--- src/rtl/rv_fetch_pkg.sv ---
// Shared fetch-path definitions: data widths, boot address, PC step and the
// buffered instruction entry layout.
package rv_fetch_pkg;

    localparam int unsigned XLEN    = 32;
    localparam int unsigned INSTR_W = 32;

    localparam logic [XLEN-1:0] RESET_PC_DEFAULT = 32'h0100_0000;
    localparam logic [XLEN-1:0] PC_STEP          = 32'd4;

    // One buffered instruction together with the PC it was fetched from.
    typedef struct packed {
        logic [XLEN-1:0]    pc;
        logic [INSTR_W-1:0] instr;
    } fetch_entry_t;

    // Clear the byte offset so the result is a word address.
    function automatic logic [XLEN-1:0] align_word(input logic [XLEN-1:0] addr);
        return {addr[XLEN-1:2], 2'b00};
    endfunction

endpackage

--- src/rtl/instr_fetch_unit_if.sv ---
// Bus bundle around the fetch unit: instruction-memory request/response
// channel and the decode-side instruction channel.
//   master: the fetch unit (drives requests and the decode channel)
//   slave : the environment (memory and decode)
interface instr_fetch_unit_if;
    import rv_fetch_pkg::*;

    logic               imem_req_valid;
    logic               imem_req_ready;
    logic [XLEN-1:0]    imem_req_addr;
    logic               imem_rsp_valid;
    logic [INSTR_W-1:0] imem_rsp_data;
    logic               if_valid;
    logic               if_ready;
    logic [XLEN-1:0]    if_pc;
    logic [INSTR_W-1:0] if_instr;

    modport master (
        output imem_req_valid, imem_req_addr,
        input  imem_req_ready,
        input  imem_rsp_valid, imem_rsp_data,
        output if_valid, if_pc, if_instr,
        input  if_ready
    );

    modport slave (
        input  imem_req_valid, imem_req_addr,
        output imem_req_ready,
        output imem_rsp_valid, imem_rsp_data,
        input  if_valid, if_pc, if_instr,
        output if_ready
    );

endinterface

--- src/rtl/fetch_fifo.sv ---
// Synchronous FIFO with single-cycle flush, used as the fetched-instruction
// buffer. Head is read straight from storage (no bypass), so a push becomes
// visible the cycle after it is written.
// Ports:
//   clk, rst         clock, async active-low reset
//   flush            empties the FIFO; overrides push/pop that cycle
//   push, push_data  write one entry
//   pop              retire the head entry
//   head             current head entry
//   empty, count     occupancy status
module fetch_fifo #(
    parameter int unsigned DEPTH   = 4,
    parameter type         entry_t = rv_fetch_pkg::fetch_entry_t
) (
    input  logic                       clk,
    input  logic                       rst,
    input  logic                       flush,
    input  logic                       push,
    input  entry_t                     push_data,
    input  logic                       pop,
    output entry_t                     head,
    output logic                       empty,
    output logic [$clog2(DEPTH+1)-1:0] count
);

    localparam int unsigned PTR_W = $clog2(DEPTH);
    localparam int unsigned CNT_W = $clog2(DEPTH + 1);

    entry_t             mem [DEPTH];
    logic [PTR_W-1:0]   wr_ptr;
    logic [PTR_W-1:0]   rd_ptr;
    logic               do_push;
    logic               do_pop;

    // A push into a full FIFO is only legal when the head leaves the same cycle.
    always_comb begin
        do_pop  = pop & (count != '0);
        do_push = push & ((count != CNT_W'(DEPTH)) | do_pop);
    end

    // Storage, pointers and occupancy.
    always_ff @(posedge clk or negedge rst) begin
        if (!rst) begin
            mem    <= '{default: '0};
            wr_ptr <= '0;
            rd_ptr <= '0;
            count  <= '0;
        end else if (flush) begin
            wr_ptr <= '0;
            rd_ptr <= '0;
            count  <= '0;
        end else begin
            if (do_push) begin
                mem[wr_ptr] <= push_data;
                wr_ptr      <= wr_ptr + PTR_W'(1);
            end
            if (do_pop) begin
                rd_ptr <= rd_ptr + PTR_W'(1);
            end
            case ({do_push, do_pop})
                2'b10:   count <= count + CNT_W'(1);
                2'b01:   count <= count - CNT_W'(1);
                default: count <= count;
            endcase
        end
    end

    assign head  = mem[rd_ptr];
    assign empty = (count == '0);

endmodule

--- src/rtl/instr_fetch_unit.sv ---
// Instruction fetch unit: owns the fetch PC, issues word requests to
// instruction memory, buffers in-order responses with their PCs and hands
// them to decode. Redirects flush the buffer and arrange for responses still
// in flight to be discarded.
// Ports:
//   clk, rst             clock, async active-low reset
//   fetch_en             allows new requests (responses/drain continue when 0)
//   redirect_valid/pc    one-cycle control-flow redirect
//   misaligned_redirect  one-cycle pulse after a redirect with pc[1:0] != 0
//   bus                  memory request/response and decode channels
module instr_fetch_unit
    import rv_fetch_pkg::*;
#(
    parameter logic [XLEN-1:0] RESET_PC        = RESET_PC_DEFAULT,
    parameter int unsigned     FIFO_DEPTH      = 4,
    parameter int unsigned     MAX_OUTSTANDING = 2
) (
    input  logic                clk,
    input  logic                rst,
    input  logic                fetch_en,
    input  logic                redirect_valid,
    input  logic [XLEN-1:0]     redirect_pc,
    output logic                misaligned_redirect,
    instr_fetch_unit_if.master  bus
);

    localparam int unsigned CNT_W = $clog2(FIFO_DEPTH + 1);
    localparam int unsigned OUT_W = $clog2(MAX_OUTSTANDING + 1);
    localparam int unsigned SUM_W = CNT_W + 1;

    logic [XLEN-1:0]  fetch_pc;
    logic [XLEN-1:0]  rsp_pc;
    logic [OUT_W-1:0] outstanding;
    logic [OUT_W-1:0] drop;

    logic [CNT_W-1:0] fifo_count;
    logic             fifo_empty;
    fetch_entry_t     fifo_head;
    fetch_entry_t     push_entry;

    logic [SUM_W-1:0] space_used_c;
    logic             req_valid_c;
    logic             req_fire_c;
    logic             rsp_push_c;
    logic             pop_c;
    logic [OUT_W-1:0] out_next_c;
    logic [OUT_W-1:0] drop_next_c;

    // Request gating, response routing and counter next-state.
    // Buffer slots are reserved for every live (non-dropped) outstanding
    // request, so a response can always be pushed.
    always_comb begin
        space_used_c = SUM_W'(fifo_count) + SUM_W'(outstanding) - SUM_W'(drop);
        req_valid_c  = rst & fetch_en & ~redirect_valid
                     & (outstanding < OUT_W'(MAX_OUTSTANDING))
                     & (space_used_c < SUM_W'(FIFO_DEPTH));
        req_fire_c   = req_valid_c & bus.imem_req_ready;
        rsp_push_c   = bus.imem_rsp_valid & (drop == '0) & ~redirect_valid;
        pop_c        = ~fifo_empty & bus.if_ready & ~redirect_valid;
        out_next_c   = outstanding + OUT_W'(req_fire_c) - OUT_W'(bus.imem_rsp_valid);

        drop_next_c = drop;
        if (redirect_valid) begin
            // Everything still in flight after this cycle belongs to the old path.
            drop_next_c = out_next_c;
        end else if (bus.imem_rsp_valid && (drop != '0)) begin
            drop_next_c = drop - OUT_W'(1);
        end
    end

    // PC and counter registers.
    always_ff @(posedge clk or negedge rst) begin
        if (!rst) begin
            fetch_pc            <= RESET_PC;
            rsp_pc              <= RESET_PC;
            outstanding         <= '0;
            drop                <= '0;
            misaligned_redirect <= 1'b0;
        end else begin
            outstanding         <= out_next_c;
            drop                <= drop_next_c;
            misaligned_redirect <= redirect_valid & (|redirect_pc[1:0]);
            if (redirect_valid) begin
                fetch_pc <= align_word(redirect_pc);
                rsp_pc   <= align_word(redirect_pc);
            end else begin
                if (req_fire_c) begin
                    fetch_pc <= fetch_pc + PC_STEP;
                end
                if (rsp_push_c) begin
                    rsp_pc <= rsp_pc + PC_STEP;
                end
            end
        end
    end

    assign push_entry = '{pc: rsp_pc, instr: bus.imem_rsp_data};

    fetch_fifo #(
        .DEPTH   (FIFO_DEPTH),
        .entry_t (fetch_entry_t)
    ) u_fifo (
        .clk       (clk),
        .rst       (rst),
        .flush     (redirect_valid),
        .push      (rsp_push_c),
        .push_data (push_entry),
        .pop       (pop_c),
        .head      (fifo_head),
        .empty     (fifo_empty),
        .count     (fifo_count)
    );

    assign bus.imem_req_valid = req_valid_c;
    assign bus.imem_req_addr  = fetch_pc;
    assign bus.if_valid       = ~fifo_empty;
    assign bus.if_pc          = fifo_head.pc;
    assign bus.if_instr       = fifo_head.instr;

endmodule

--- src/flat_wrapper.sv ---
// flat-port wrapper written by rule: the top's interface ports become plain ports
module instr_fetch_unit_flat import rv_fetch_pkg::*;
#(
    parameter logic [XLEN-1:0] RESET_PC        = RESET_PC_DEFAULT,
    parameter int unsigned     FIFO_DEPTH      = 4,
    parameter int unsigned     MAX_OUTSTANDING = 2
)
  (clk, rst, fetch_en, redirect_valid, redirect_pc, misaligned_redirect, bus_imem_req_valid, bus_imem_req_addr, bus_imem_req_ready, bus_imem_rsp_valid, bus_imem_rsp_data, bus_if_valid, bus_if_pc, bus_if_instr, bus_if_ready);
  instr_fetch_unit_if bus_i ();
  input  logic clk;
  input  logic rst;
  input  logic fetch_en;
  input  logic redirect_valid;
  input  logic [XLEN-1:0] redirect_pc;
  output logic misaligned_redirect;
  output wire logic [$bits(bus_i.imem_req_valid)-1:0] bus_imem_req_valid;
  output wire logic [$bits(bus_i.imem_req_addr)-1:0] bus_imem_req_addr;
  input wire logic [$bits(bus_i.imem_req_ready)-1:0] bus_imem_req_ready;
  input wire logic [$bits(bus_i.imem_rsp_valid)-1:0] bus_imem_rsp_valid;
  input wire logic [$bits(bus_i.imem_rsp_data)-1:0] bus_imem_rsp_data;
  output wire logic [$bits(bus_i.if_valid)-1:0] bus_if_valid;
  output wire logic [$bits(bus_i.if_pc)-1:0] bus_if_pc;
  output wire logic [$bits(bus_i.if_instr)-1:0] bus_if_instr;
  input wire logic [$bits(bus_i.if_ready)-1:0] bus_if_ready;
  assign bus_imem_req_valid = bus_i.imem_req_valid;
  assign bus_imem_req_addr = bus_i.imem_req_addr;
  assign bus_i.imem_req_ready = bus_imem_req_ready;
  assign bus_i.imem_rsp_valid = bus_imem_rsp_valid;
  assign bus_i.imem_rsp_data = bus_imem_rsp_data;
  assign bus_if_valid = bus_i.if_valid;
  assign bus_if_pc = bus_i.if_pc;
  assign bus_if_instr = bus_i.if_instr;
  assign bus_i.if_ready = bus_if_ready;
  instr_fetch_unit #(.RESET_PC(RESET_PC), .FIFO_DEPTH(FIFO_DEPTH), .MAX_OUTSTANDING(MAX_OUTSTANDING)) u_core (.clk(clk), .rst(rst), .fetch_en(fetch_en), .redirect_valid(redirect_valid), .redirect_pc(redirect_pc), .misaligned_redirect(misaligned_redirect), .bus(bus_i));
endmodule
--- config.mk ---
export PLATFORM = sky130hd
export DESIGN_NAME = instr_fetch_unit_flat
export DESIGN_NICKNAME = d
export VERILOG_FILES = /design/src/rtl/rv_fetch_pkg.sv /design/src/rtl/instr_fetch_unit_if.sv /design/src/rtl/fetch_fifo.sv /design/src/rtl/instr_fetch_unit.sv /design/src/flat_wrapper.sv
export SDC_FILE = /design/constraint.sdc
export NUM_CORES = 1
export LEC_CHECK = 0
export ABC_AREA = 1
export ABC_CLOCK_PERIOD_IN_PS = 2940
export CORE_MARGIN = 4
export CORE_UTILIZATION = 55
export CTS_CLUSTER_SIZE = 40
export DETAILED_ROUTE_END_ITERATION = 12
export HOLD_SLACK_MARGIN = 0.05
export PLACE_DENSITY = 0.85
export SLEW_MARGIN = 20
export SYNTH_ARGS = -nofsm -noshare
export SYNTH_HDL_FRONTEND = slang
export SYNTH_SLANG_ARGS = --single-unit
--- constraint.sdc ---
create_clock -name clk -period 2.94 [get_ports clk]
set_clock_uncertainty 0.2 [all_clocks]
set_input_delay 0.588 -clock clk [delete_from_list [all_inputs] [get_ports clk]]
set_output_delay 0.588 -clock clk [all_outputs]
set_load 0.05 [all_outputs]
==> summary.md, run 1 <==
| Metric | Value |
|---|---|
| Outcome | `finished with violations` |
| Failing checks | `setup timing` |
| Arrival @ worst endpoint | `roughly 2.3 ns` |
| Routed len/inst | `between 20 and 25 um` |
| Worst hold-check path type | `flop to flop` |
| DIE AREA | `about 33,000 um^2` |
| Port bufs | `165` |
| Most common cell in the netlist | `nand2_1` |
| Die X | `roughly 180 um` |
| Fmax | `320 MHz` |
| Clk root buf | `clkbuf_16` |
| Clock share of power | `between 20 and 25%` |
| Worst reg-to-reg setup slack | `-0.08 ns` |
| Fin Hold WS | `~0.29 ns` |
| CP max-delay cell | `fa_1` |
| RSZ-0062 raised after global routing | `true` |
| Minimum clock period | `about 3.1 ns` |
| Metal3 WL | `just over 4000 um` |
| Yosys top cell by area | `dfrtp_1` |
| Core area | `~30,000 um^2` |
| Worst r2r dst | `u_core.drop[1]$_DFFE_PN0P_` |
| Power per cell area | `1030 nW/um^2` |
| Vias in the first global route | `roughly 14,000` |
| Count of different cell masters after synthesis | `41` |
| Met1 WL | `between 15,000 and 20,000 um` |
| Drt first-iter violations | `roughly 1,400` |
| Post-synth EDFFs | `0` |
| GRT overflow | `0` |
| VDD IR-drop max | `about 560 uV` |
| Met2 wire len | `approximately 24,000 um` |
| Worst Tran Pin Value | `0.859 ns` |
| Critical Path RT | `2.15 ns` |
| Cell Count Post-Placement | `around 2,200` |
| Synth Register Bits | `320` |
| First-pass GRT wire length | `76,400 um` |
| Sw Share | `40.1%` |
| Rel. slew slack | `42.7%` |
| Via density per instance | `roughly 6` |
| CTS tree | `built` |
| Cell Chain, Critical Path | `inv_2 > fa_1 > inv_2 > ha_4 > nand3b_1 > nand2_1 > nand2_2 > nand3_2 > inv_2 > buf_12` |
| Crit Path Max Fanout | `2` |
| Seq/Total Area, Yosys | `around 48%` |
| GP Congestion | `approximately 0.94` |
| Routed Antenna Nets | `0` |
| Synthesized area | `~17,000 um^2` |
| LEAKAGE | `slightly below 10 nW` |
| Worst-Skew Late Latency | `0.53 ns` |
| Worst Reg-to-Reg Cells | `16` |
| Internal | `between 10 and 15 mW` |
| Mean area per synthesized cell | `about 9.4 um^2` |
| Final-report max-slew violation count | `0` |
| Diode count | `0` |
| Min-Delay Endpoint | `u_core.u_fifo.mem[120]$_DFFE_PN0P_` |
| Fin nets | `1,983` |
| Number of hold violations in the final report | `0` |
| Worst Setup End Kind | `primary output` |
| Combinational share of power | `between 40% and 50%` |
| Asr flop ratio synth | `100%` |
| Post-route clock period utilization | `106%` |
| Num CTS Buffers | `34` |
| Ys flop type | `dfrtp_1` |
| Fin util | `between 70 and 80%` |
| Tot Pwr | `~21 mW` |
| Worst hold stages | `1` |
| Initial Util | `~56%` |
| Total vias in the final route | `13,900` |
| P&R area growth vs syn | `25.7%` |
| Final Non-Filler Cells | `roughly 2,300` |
| Setup violators final | `4` |
| Layout cell share with drive strength beyond 1 | `21.6%` |
| Largest net degree at the start of global routing | `162` |
| Worst r2r src | `u_core.outstanding[1]$_DFF_PN0_` |
| Share of the synthesized area in the top cell type | `48.1%` |
| Warnings from Yosys | `0` |
| Layout fillers | `2,004` |
| Max-cap violations | `0` |
| CP Class | `flop to primary output` |
| Site row count | `between 60 and 70` |
| Initial antenna violation count | `0` |
| Clk pin slew, worst setup/hold paths | `about 0.060 ns` |
| Total number of clock tree sinks | `320` |
| Worst slack at placement | `between 0.15 and 0.2 ns` |
| Post-route DRC | `0` |
| DR top layer | `met4` |
| H-tree depth | `2` |
| Die H | `roughly 180 um` |
| Detailed Route WL | `48,900 um` |
| Worst path max stage delay | `around 0.55 ns` |
| P_sw | `roughly 8.6 mW` |
| Seq pwr share | `around 30%` |
| Nature of the critical path startpoint | `flop` |
| I/O pin cnt | `between 150 and 200` |
| Synth Instances | `1,758` |
| Post-synth top cells | `402 x nand2_1, 318 x dfrtp_1, 224 x nor2_1, 154 x o21ai_0, 100 x mux2_2` |
| Hold Startpoint | `u_core.u_fifo.mem[120]$_DFFE_PN0P_` |
| CTS max path bufs | `3` |
| Top cells by area, synth | `dfrtp_1 48%, nand2_1 9.1%, mux2_4 8.7%` |
| Crit path top cell by count | `inv_2` |
| DRT Pass-1 Iters | `7` |
| Worst setup margin | `-0.181 ns` |
| GRT Util Overall | `between 20 and 30%` |
| Post-DP HPWL | `slightly below 30,000 um` |
## power groups by stage
stage                     logic (mW)  registers [mW]  clock network (mW)
after floorplan                 5.35            6.15                   0
after global routing            10.9            6.34                4.94
after global placement          9.50            6.14                   0
after detailed placement        9.74            6.20                   0
final                           10.4            6.26                4.71
after CTS                       10.1            6.18                4.72
## layout by cell type (no fill, tap or decap), types with 55 or more instances in the layout
master,netlist,layout
nor2_1,224,223
mux2_2,100,100
inv_1,78,73
nand3_1,57,55
nand2_1,402,401
dfrtp_1,318,316
buf_12,0,80
clkdlybuf4s50_1,0,101
o21ai_0,154,150
mux2_4,96,96
## critical path, delay by kind of cell, from the launching register on
family / cells / cell delay [ns]
adder cells (fa/ha/maj): 2 / 0.80
AND/OR/NAND/NOR: 4 / 0.39
flip-flops: 1 / 0.35
buffers and inverters: 4 / 0.29
## cells by family after synthesis
group                    count (synthesis)  share of synthesized area, %
AND/OR/NAND/NOR                        718                          17.7
flip-flops                             320                          48.4
AO/OA/AOI/OAI                          298                          10.5
multiplexers                           196                          15.5
buffers and inverters                  189                          5.52
XOR/XNOR                                22                          1.17
adder cells (fa/ha/maj)                 14                          1.15
other                                    1                        0.0227
## per-layer routing
layer | vias up | track usage, %
met5 | - | 0
met4 | 0 | 11.2
met3 | 132 | 4.57
met2 | 778 | 46.5
met1 | 6908 | 38.6
li1 | 6104 | -
## final cells by class
cell class / instances / area [um^2] / area share (%)
repair buffers: 207 / 2890 / 13.9
flip-flops and latches: 320 / 8020 / 38.6
clock inverters: 10 / 200 / 0.963
clock buffers: 51 / 1030 / 4.94
multi-input cells: 1252 / 7830 / 37.7
well taps: 390 / 488 / 2.35
inverters: 83 / 330 / 1.59
## worst max-delay path by stage
stage / from / to / slack (ns) / cells past startpoint
final: u_core.outstanding[1]$_DFF_PN0_ / bus_imem_req_valid / -0.18 / 10
after global routing: u_core.outstanding[1]$_DFF_PN0_ / bus_imem_req_valid / -0.29 / 10
after CTS: u_core.u_fifo.count[1]$_DFFE_PN0P_ / bus_imem_req_valid / -0.22 / 9
after detailed placement: u_core.u_fifo.count[1]$_DFFE_PN0P_ / bus_imem_req_valid / 0.15 / 10
after global placement: u_core.u_fifo.count[1]$_DFFE_PN0P_ / bus_imem_req_valid / 0.21 / 10
after floorplan: u_core.u_fifo.count[1]$_DFFE_PN0P_ / bus_imem_req_valid / 0.26 / 9
## repair_timing
action,in CTS,in global routing
endpoints found under the setup margin,60,45
setup buffers,2,3
hold endpoints to repair,63,0
hold buffers,1,0
gates resized for setup,25,28
gates cloned,1,1
pin swaps,3,5
## metrics by stage
| step | setup TNS, ns | area, um^2 |
|---|---|---|
| 2_1_floorplan | 0 | 16500 |
| 3_5_place_dp | 0 | 19200 |
| 4_1_cts | -0.216 | 20600 |
| 5_1_grt | -0.767 | 20800 |
| 6_report | -0.374 | 20800 |
| 3_3_place_gp | 0 | 19200 |
## registers in the layout, indices dropped and copies added (netlist names)
signal,cells
u_core.u_fifo.rd_ptr,2
u_core.outstanding,2
u_core.rsp_pc,30
u_core.bus.imem_req_addr,30
u_core.u_fifo.wr_ptr,2
u_core.drop,2
u_core.u_fifo.mem,248
u_core.misaligned_redirect,1
u_core.u_fifo.count,3
(Power assumes the default switching activity.)
==> run 2: changes to the inputs <==
--- a/config.mk
+++ b/config.mk
@@ -13,6 +13,7 @@
 export DETAILED_ROUTE_END_ITERATION = 12
 export HOLD_SLACK_MARGIN = 0.05
 export PLACE_DENSITY = 0.85
+export REMOVE_ABC_BUFFERS = 1
 export SLEW_MARGIN = 20
 export SYNTH_ARGS = -nofsm -noshare
 export SYNTH_HDL_FRONTEND = slang
==> constraint.sdc (replaced) <==
create_clock -name clk -period 2.94 [get_ports clk]
set_clock_uncertainty 0.2 [all_clocks]
set_input_delay 0.588 -clock clk [delete_from_list [all_inputs] [get_ports clk]]
set_output_delay 0.588 -clock clk [all_outputs]
set_load 0.01 [all_outputs]
==> run 2 against run 1 <==
  * The run still ends with setup timing left
  * Total power decreased by 22%
  * Sequential cell count unchanged
  * Count of clock-buffer cells in the layout decreased by 1
  * Utilization decreased by 2.3 points
  * Register-to-register slack improved by 0.15 ns
  * Clock power decreased by 3%
  * Sequential power decreased by 1%
  * Sequential share of layout area increased by 1.3 points
  * Hold slack improved by 0.00074 ns
  * Setup slack improved by 0.042 ns
==> summary.md, run 2 (same netlist as run 1, synthesis figures left out) <==
| Metric | Value |
|---|---|
| First-pass GRT wire length | `74,500 um (-2.5%)` |
| P_sw | `5.66 mW (-34%)` |
| Die X | `181 um (unchanged)` |
| Failing checks | `setup timing` |
| Worst path max stage delay | `0.53 ns (-0.02 ns)` |
| Worst reg-to-reg setup slack | `0.07 ns (+0.15 ns)` |
| Post-DP HPWL | `28,500 um (-3.4%)` |
| Core area | `29,600 um^2 (unchanged)` |
| CTS max path bufs | `3 (unchanged)` |
| Drt first-iter violations | `1,282 (-6.4%)` |
| LEAKAGE | `9.49 nW (-1.5%)` |
| Max reg flops | `248 (unchanged)` |
| Via density per instance | `5.80 (-3.7%)` |
| Port bufs | `165 (unchanged)` |
| Largest net degree at the start of global routing | `193 (+19%)` |
| Worst r2r dst | `u_core.drop[1]$_DFFE_PN0P_` |
| GRT Util Overall | `27.7% (-0.80 points)` |
| Fin util | `67.8% (-2.3 points)` |
| Clock share of power | `27.3% (+5.2 points)` |
| Worst Tran Pin Value | `0.720 ns (-0.139 ns)` |
| GRT overflow | `0 (unchanged)` |
| Combinational share of power | `35.5% (-13 points)` |
| Worst Setup EP | `bus_imem_req_valid` |
| Layout cell share with drive strength beyond 1 | `17.7% (-3.9 points)` |
| Met3 Resource Use GR | `5.03% (+0.46 points)` |
| Sw Share | `34.0% (-6.1 points)` |
| Internal | `11.0 mW (-14%)` |
| Num CTS Buffers | `35 (+2.9%)` |
| Routed len/inst | `19.8 um (-6.1%)` |
| CP max-delay cell | `fa_1` |
| Initial antenna violation count | `0 (unchanged)` |
| Arrival @ worst endpoint | `2.29 ns (-0.04 ns)` |
| VDD IR-drop max | `547 uV (-1.5%)` |
| CTS tree | `built` |
| GP Congestion | `0.985 (+5.3%)` |
| Total negative slack | `-0.145 ns (+0.228 ns)` |
| Fmax | `325 MHz (+1.4%)` |
| GRT met2 Usage | `45.9% (-0.64 points)` |
| P&R area growth vs syn | `21.5%` |
| Nature of the critical path startpoint | `flop` |
| Worst setup margin | `-0.139 ns (+0.0419 ns)` |
| Critical path launch point | `u_core.outstanding[1]$_DFF_PN0_` |
| I/O pin cnt | `170 (unchanged)` |
| Grt met1 use | `37.7% (-0.89 points)` |
| Vias in the first global route | `14,000 (-0.52%)` |
| Crit Path Max Fanout | `2 (unchanged)` |
| Number of hold violations in the final report | `0 (unchanged)` |
| Cell Chain, Critical Path | `inv_2 > fa_1 > inv_1 > ha_1 > nand3b_1 > nand2_1 > nand2_1 > nand3_1 > inv_1 > buf_2` |
| Biggest register | `u_core.u_fifo.mem` |
| Commonest non-fill, non-tap cell in the layout | `nand2_1` |
| Site row count | `63 (unchanged)` |
| Layout fillers | `2,164 (+8.0%)` |
| Final-report max-slew violation count | `0 (unchanged)` |
| Top Family by Delay on Critical Path | `adder cells` |
| Clk root buf | `clkbuf_16` |
| Post-route clock period utilization | `105% (-1.4 points)` |
| DRT Pass-1 Iters | `5 (-2)` |
| Fin nets | `1,999 (+0.81%)` |
| Detailed Route WL | `46,200 um (-5.4%)` |
| Total number of clock tree sinks | `320 (unchanged)` |
| Worst Path Buf+Inv | `4 (unchanged)` |
| Layer with the highest usage | `met2` |
| Clk pin slew, worst setup/hold paths | `0.06 ns (about the same)` |
| Critical Path RT | `2.15 ns (about the same)` |
| CP Class | `flop to primary output` |
| Worst Reg-to-Reg Cells | `15 (-1)` |
| Rel. slew slack | `52.0% (+9.3 points)` |
| CP Depth | `10 (unchanged)` |
| Max-cap violations | `0 (unchanged)` |
| Minimum clock period | `3.08 ns (-0.0419 ns)` |
| Worst hold stages | `1 (unchanged)` |
| RSZ-0062 raised after global routing | `true` |
| H-tree depth | `2 (unchanged)` |
| Power per cell area | `829 nW/um^2 (-19%)` |
| Total vias in the final route | `13,500 (-3.0%)` |
| Diode count | `0 (unchanged)` |
| DIE AREA | `32,900 um^2 (unchanged)` |
| Outcome | `finished with violations` |
| Seq pwr share | `37.2% (+7.9 points)` |
| Setup violators final | `2 (-2)` |
| Routed Antenna Nets | `0 (unchanged)` |
| Worst-Skew Late Latency | `0.52 ns (about the same)` |
| Worst r2r src | `u_core.outstanding[1]$_DFF_PN0_` |
| Initial Util | `55.8% (unchanged)` |
| Worst Setup End Kind | `primary output` |
| Worst hold-check path type | `flop to flop` |
| Most frequent cells in the layout | `402 x nand2_1, 316 x dfrtp_1, 218 x nor2_1, 138 x o21ai_0, 101 x clkdlybuf4s50_1` |
| Post-route DRC | `0 (unchanged)` |
| Die H | `181 um (unchanged)` |
[run 2: worst min-delay path by stage]
stage                                       start  slack [ns]                                       end
2_1_floorplan                                 rst        0.09  u_core.bus.imem_req_addr[10]$_DFFE_PN0P_
3_5_place_dp    u_core.u_fifo.mem[99]$_DFFE_PN0P_        0.27         u_core.u_fifo.mem[99]$_DFFE_PN0P_
5_1_grt        u_core.u_fifo.mem[167]$_DFFE_PN0P_        0.30        u_core.u_fifo.mem[167]$_DFFE_PN0P_
3_3_place_gp   u_core.u_fifo.mem[104]$_DFFE_PN0P_        0.27        u_core.u_fifo.mem[104]$_DFFE_PN0P_
4_1_cts        u_core.u_fifo.mem[167]$_DFFE_PN0P_        0.29        u_core.u_fifo.mem[167]$_DFFE_PN0P_
6_report       u_core.u_fifo.mem[186]$_DFFE_PN0P_        0.29        u_core.u_fifo.mem[186]$_DFFE_PN0P_
[run 2: worst reg2reg max path: stages, from the launching register on]
cell and delay (ns):
dfrtp_1 0.34, inv_2 0.05, fa_1 0.53, inv_1 0.04, ha_1 0.26, nand3b_1 0.12, nand2_1 0.12, nand2_1 0.07
buf_4 0.13, nand4_2 0.09, inv_1 0.07, ha_1 0.22, xnor2_2 0.16, xor2_1 0.21, nor2_1 0.06, a21oi_1 0.12
[run 2: area by class of cell]
cell class                      count  area, um^2  share of cell area [%]
Sequential cell                   320        8020                    39.9
Multi-Input combinational cell   1252        7680                    38.2
Clock inverter                     12         181                   0.903
Timing Repair Buffer              222        2410                    12.0
Inverter                           83         324                    1.61
Clock buffer                       50        1000                    4.99
Tap cell                          390         488                    2.43
[run 2: metrics by stage]
step	total power, mW	hold WS (ns)	setup slack (ns)	cells	area [um^2]
3_3_place_gp	11.8	0.267	0.00138	2254	18600
5_1_grt	17.5	0.300	-0.244	2329	20100
6_report	16.7	0.287	-0.139	2329	20100
2_1_floorplan	9.18	0.0924	-1.48	1655	15900
4_1_cts	16.5	0.287	-0.125	2325	20000
3_5_place_dp	12.0	0.274	-0.0567	2254	18600
[run 2: power groups by stage]
stage	clock network [mW]	registers, mW	logic (mW)
3_5_place_dp	0	6.18	5.86
3_3_place_gp	0	6.11	5.66
4_1_cts	4.58	6.14	5.77
6_report	4.55	6.20	5.91
5_1_grt	4.80	6.30	6.43
2_1_floorplan	0	6.08	3.11
[run 2: what timing repair did]
item	in CTS	in global routing
cloned	6	0
hold buffers	1	0
setup endpoints to repair	63	34
gates resized for setup	79	29
buffers inserted	2	3
endpoints found under the hold margin	29	0
pin swaps	2	6
[run 2: layer usage]
metal  share of wire, %  wire [um]
met5                  0          0
met4                2.7       1240
met3                8.2       3790
met2                 48      22100
met1                 41      19100
==> patch, RTL diff (settings of run 1) <==
`INSTR_W`: 32 -> 24.
--- a/src/rtl/rv_fetch_pkg.sv
+++ b/src/rtl/rv_fetch_pkg.sv
@@ -3,7 +3,7 @@
 package rv_fetch_pkg;
 
     localparam int unsigned XLEN    = 32;
-    localparam int unsigned INSTR_W = 32;
+    localparam int unsigned INSTR_W = 24;
 
     localparam logic [XLEN-1:0] RESET_PC_DEFAULT = 32'h0100_0000;
     localparam logic [XLEN-1:0] PC_STEP          = 32'd4;
Interface: changed (resized bus_if_instr and bus_imem_rsp_data); port bits go from 170 to 154. No check against the original RTL was run, so the function may have changed too.
==> patch against run 1 <==
The flow still finishes with violations (setup timing); synthesized cell count is 11% higher; wire length decreased by 12%; worst hold slack worse by 0.0089 ns; combinational power decreased by 11%; final area fell by 12%; final cell count up 4.4%; area after synthesis decreased by 9.2%; global-route usage down 0.58 points; worst setup slack worse by 0.059 ns; sequential cell count down 32; first-iteration DRC count rose by 18%; count of clock-buffer cells in the layout down 8; total power down 12%.
==> patch: results (changes against run 1) <==
| Metric | Value |
|---|---|
| H-tree levels | 1 (-1) |
| Worst setup path start | u_core.u_fifo.count[1] |
| Worst skew pair latency | 0.55 ns (+0.02 ns) |
| R2R depth | 19 (+3) |
| DP HPWL | 27600 µm (-6.5%) |
| Synth Area in Compound Gates | 16.3% (+5.8 points) |
| Buffers on Ports | 149 (-9.7%) |
| Slew @ Worst Pin | 0.871 ns (+0.0120 ns) |
| Final-report setup violation count | 4 (unchanged) |
| Worst reg2reg startpoint | u_core.u_fifo.count[1] |
| Share of layout cells above drive strength 1 | 9.35% (-12 points) |
| Area after DPL | 17100 µm² (-11%) |
| Synth Area in XOR/XNOR | 1.98% (+0.82 points) |
| Drt first-iter violations | 1613 (+18%) |
| Hold path depth | 2 (+1) |
| Failing checks | setup timing |
| Layout Nets | 2132 (+7.5%) |
| Overall Global Routing Usage | 27.9% (-0.58 points) |
| Commonest cells in the synthesized netlist | nand2_1, dfrtp_1, o21ai_0, nor2_1, nand3_1 |
| Routed vias/inst | 5.88 (-2.3%) |
| Pre-CTS WS | 0.0876 ns (-0.0650 ns) |
| Routed len/inst | 17.8 µm (-16%) |
| GP Congestion | 0.938 (+0.24%) |
| PnR worst setup slack | -0.240 ns (-0.0592 ns) |
| Hold Slack | 0.277 ns (-0.00887 ns) |
| Multiplexer share of the synthesized area | 0% (-16 points) |
| Top post-synthesis cells by area | dfrtp_1, nand2_1, o21ai_0, nor2_1, o21a_1 |
| Max reg flops | 216 (-13%) |
| Status | complete, but fails checks |
| Number of global-route vias before repair | 14137 (+0.43%) |
| Max incr delay on CP | 0.53 ns (-0.02 ns) |
| First-pass GRT wire length | 70400 µm (-7.9%) |
| Setup TNS | -0.764 ns (-0.390 ns) |
| Worst IR Drop VDD | 0.719 mV (+29%) |
patch: cell families after synthesis:
group,after synthesis
simple gates,972
compound gates,437
flops,288
buf+inv,207
xor+xnor,34
fa+ha+maj,14
other cells,1
patch: worst max-delay path: cells and delay by family, from the launching register on:
family,cells,cell delay [ns]
AND/OR/NAND/NOR,4,0.37
flip-flops,1,0.37
buffers and inverters,4,0.31
adder cells (fa/ha/maj),2,0.79
patch: layout make-up:
type,count,area [µm²]
fillers,2104,8510
flip-flops and latches,288,7210
multi-input cells,1461,7000
repair buffers,197,2400
clock buffers,43,881
well taps,341,427
inverters,77,295
clock inverters,8,145
patch: worst min-delay path by stage:
stage | startpoint | end
detailed placement | u_core.u_fifo.mem[57] | u_core.u_fifo.mem[57]
global route | u_core.u_fifo.mem[109] | u_core.u_fifo.mem[109]
CTS | u_core.u_fifo.mem[56] | u_core.u_fifo.mem[56]
finish | u_core.u_fifo.mem[57] | u_core.u_fifo.mem[57]
global placement | u_core.u_fifo.mem[59] | u_core.u_fifo.mem[59]
floorplan | rst | u_core.bus.imem_req_addr[10]
patch: through the flow:
stage | power, mW | instances
2_1_floorplan | 10.8 | 1956
3_3_place_gp | 14.3 | 2352
3_5_place_dp | 14.5 | 2352
4_1_cts | 18.7 | 2410
5_1_grt | 19.7 | 2415
6_report | 18.8 | 2415
patch: power by group through the flow:
stage	clock (mW)	combinational (mW)	sequential, mW
final	3.94	9.22	5.63
after floorplan	0	5.13	5.63
after global routing	4.18	9.77	5.74
after CTS	3.99	9.10	5.61
after global placement	0	8.68	5.61
after detailed placement	0	8.87	5.66
patch: repair_timing:
action,4_1_cts,5_1_grt
pin swaps,8,6
gates cloned,0,0
endpoints found under the setup margin,26,44
setup buffers,6,5
resized for setup,26,15
endpoints found under the hold margin,131,0
hold buffers,1,0
patch: routing by layer:
metal	vias up	track usage [%]	routed length (µm)
li1	6569	-	-
met1	6813	36.6	17200
met2	701	46.7	20900
met3	119	4.59	3360
met4	0	11.4	1560
met5	-	0	0
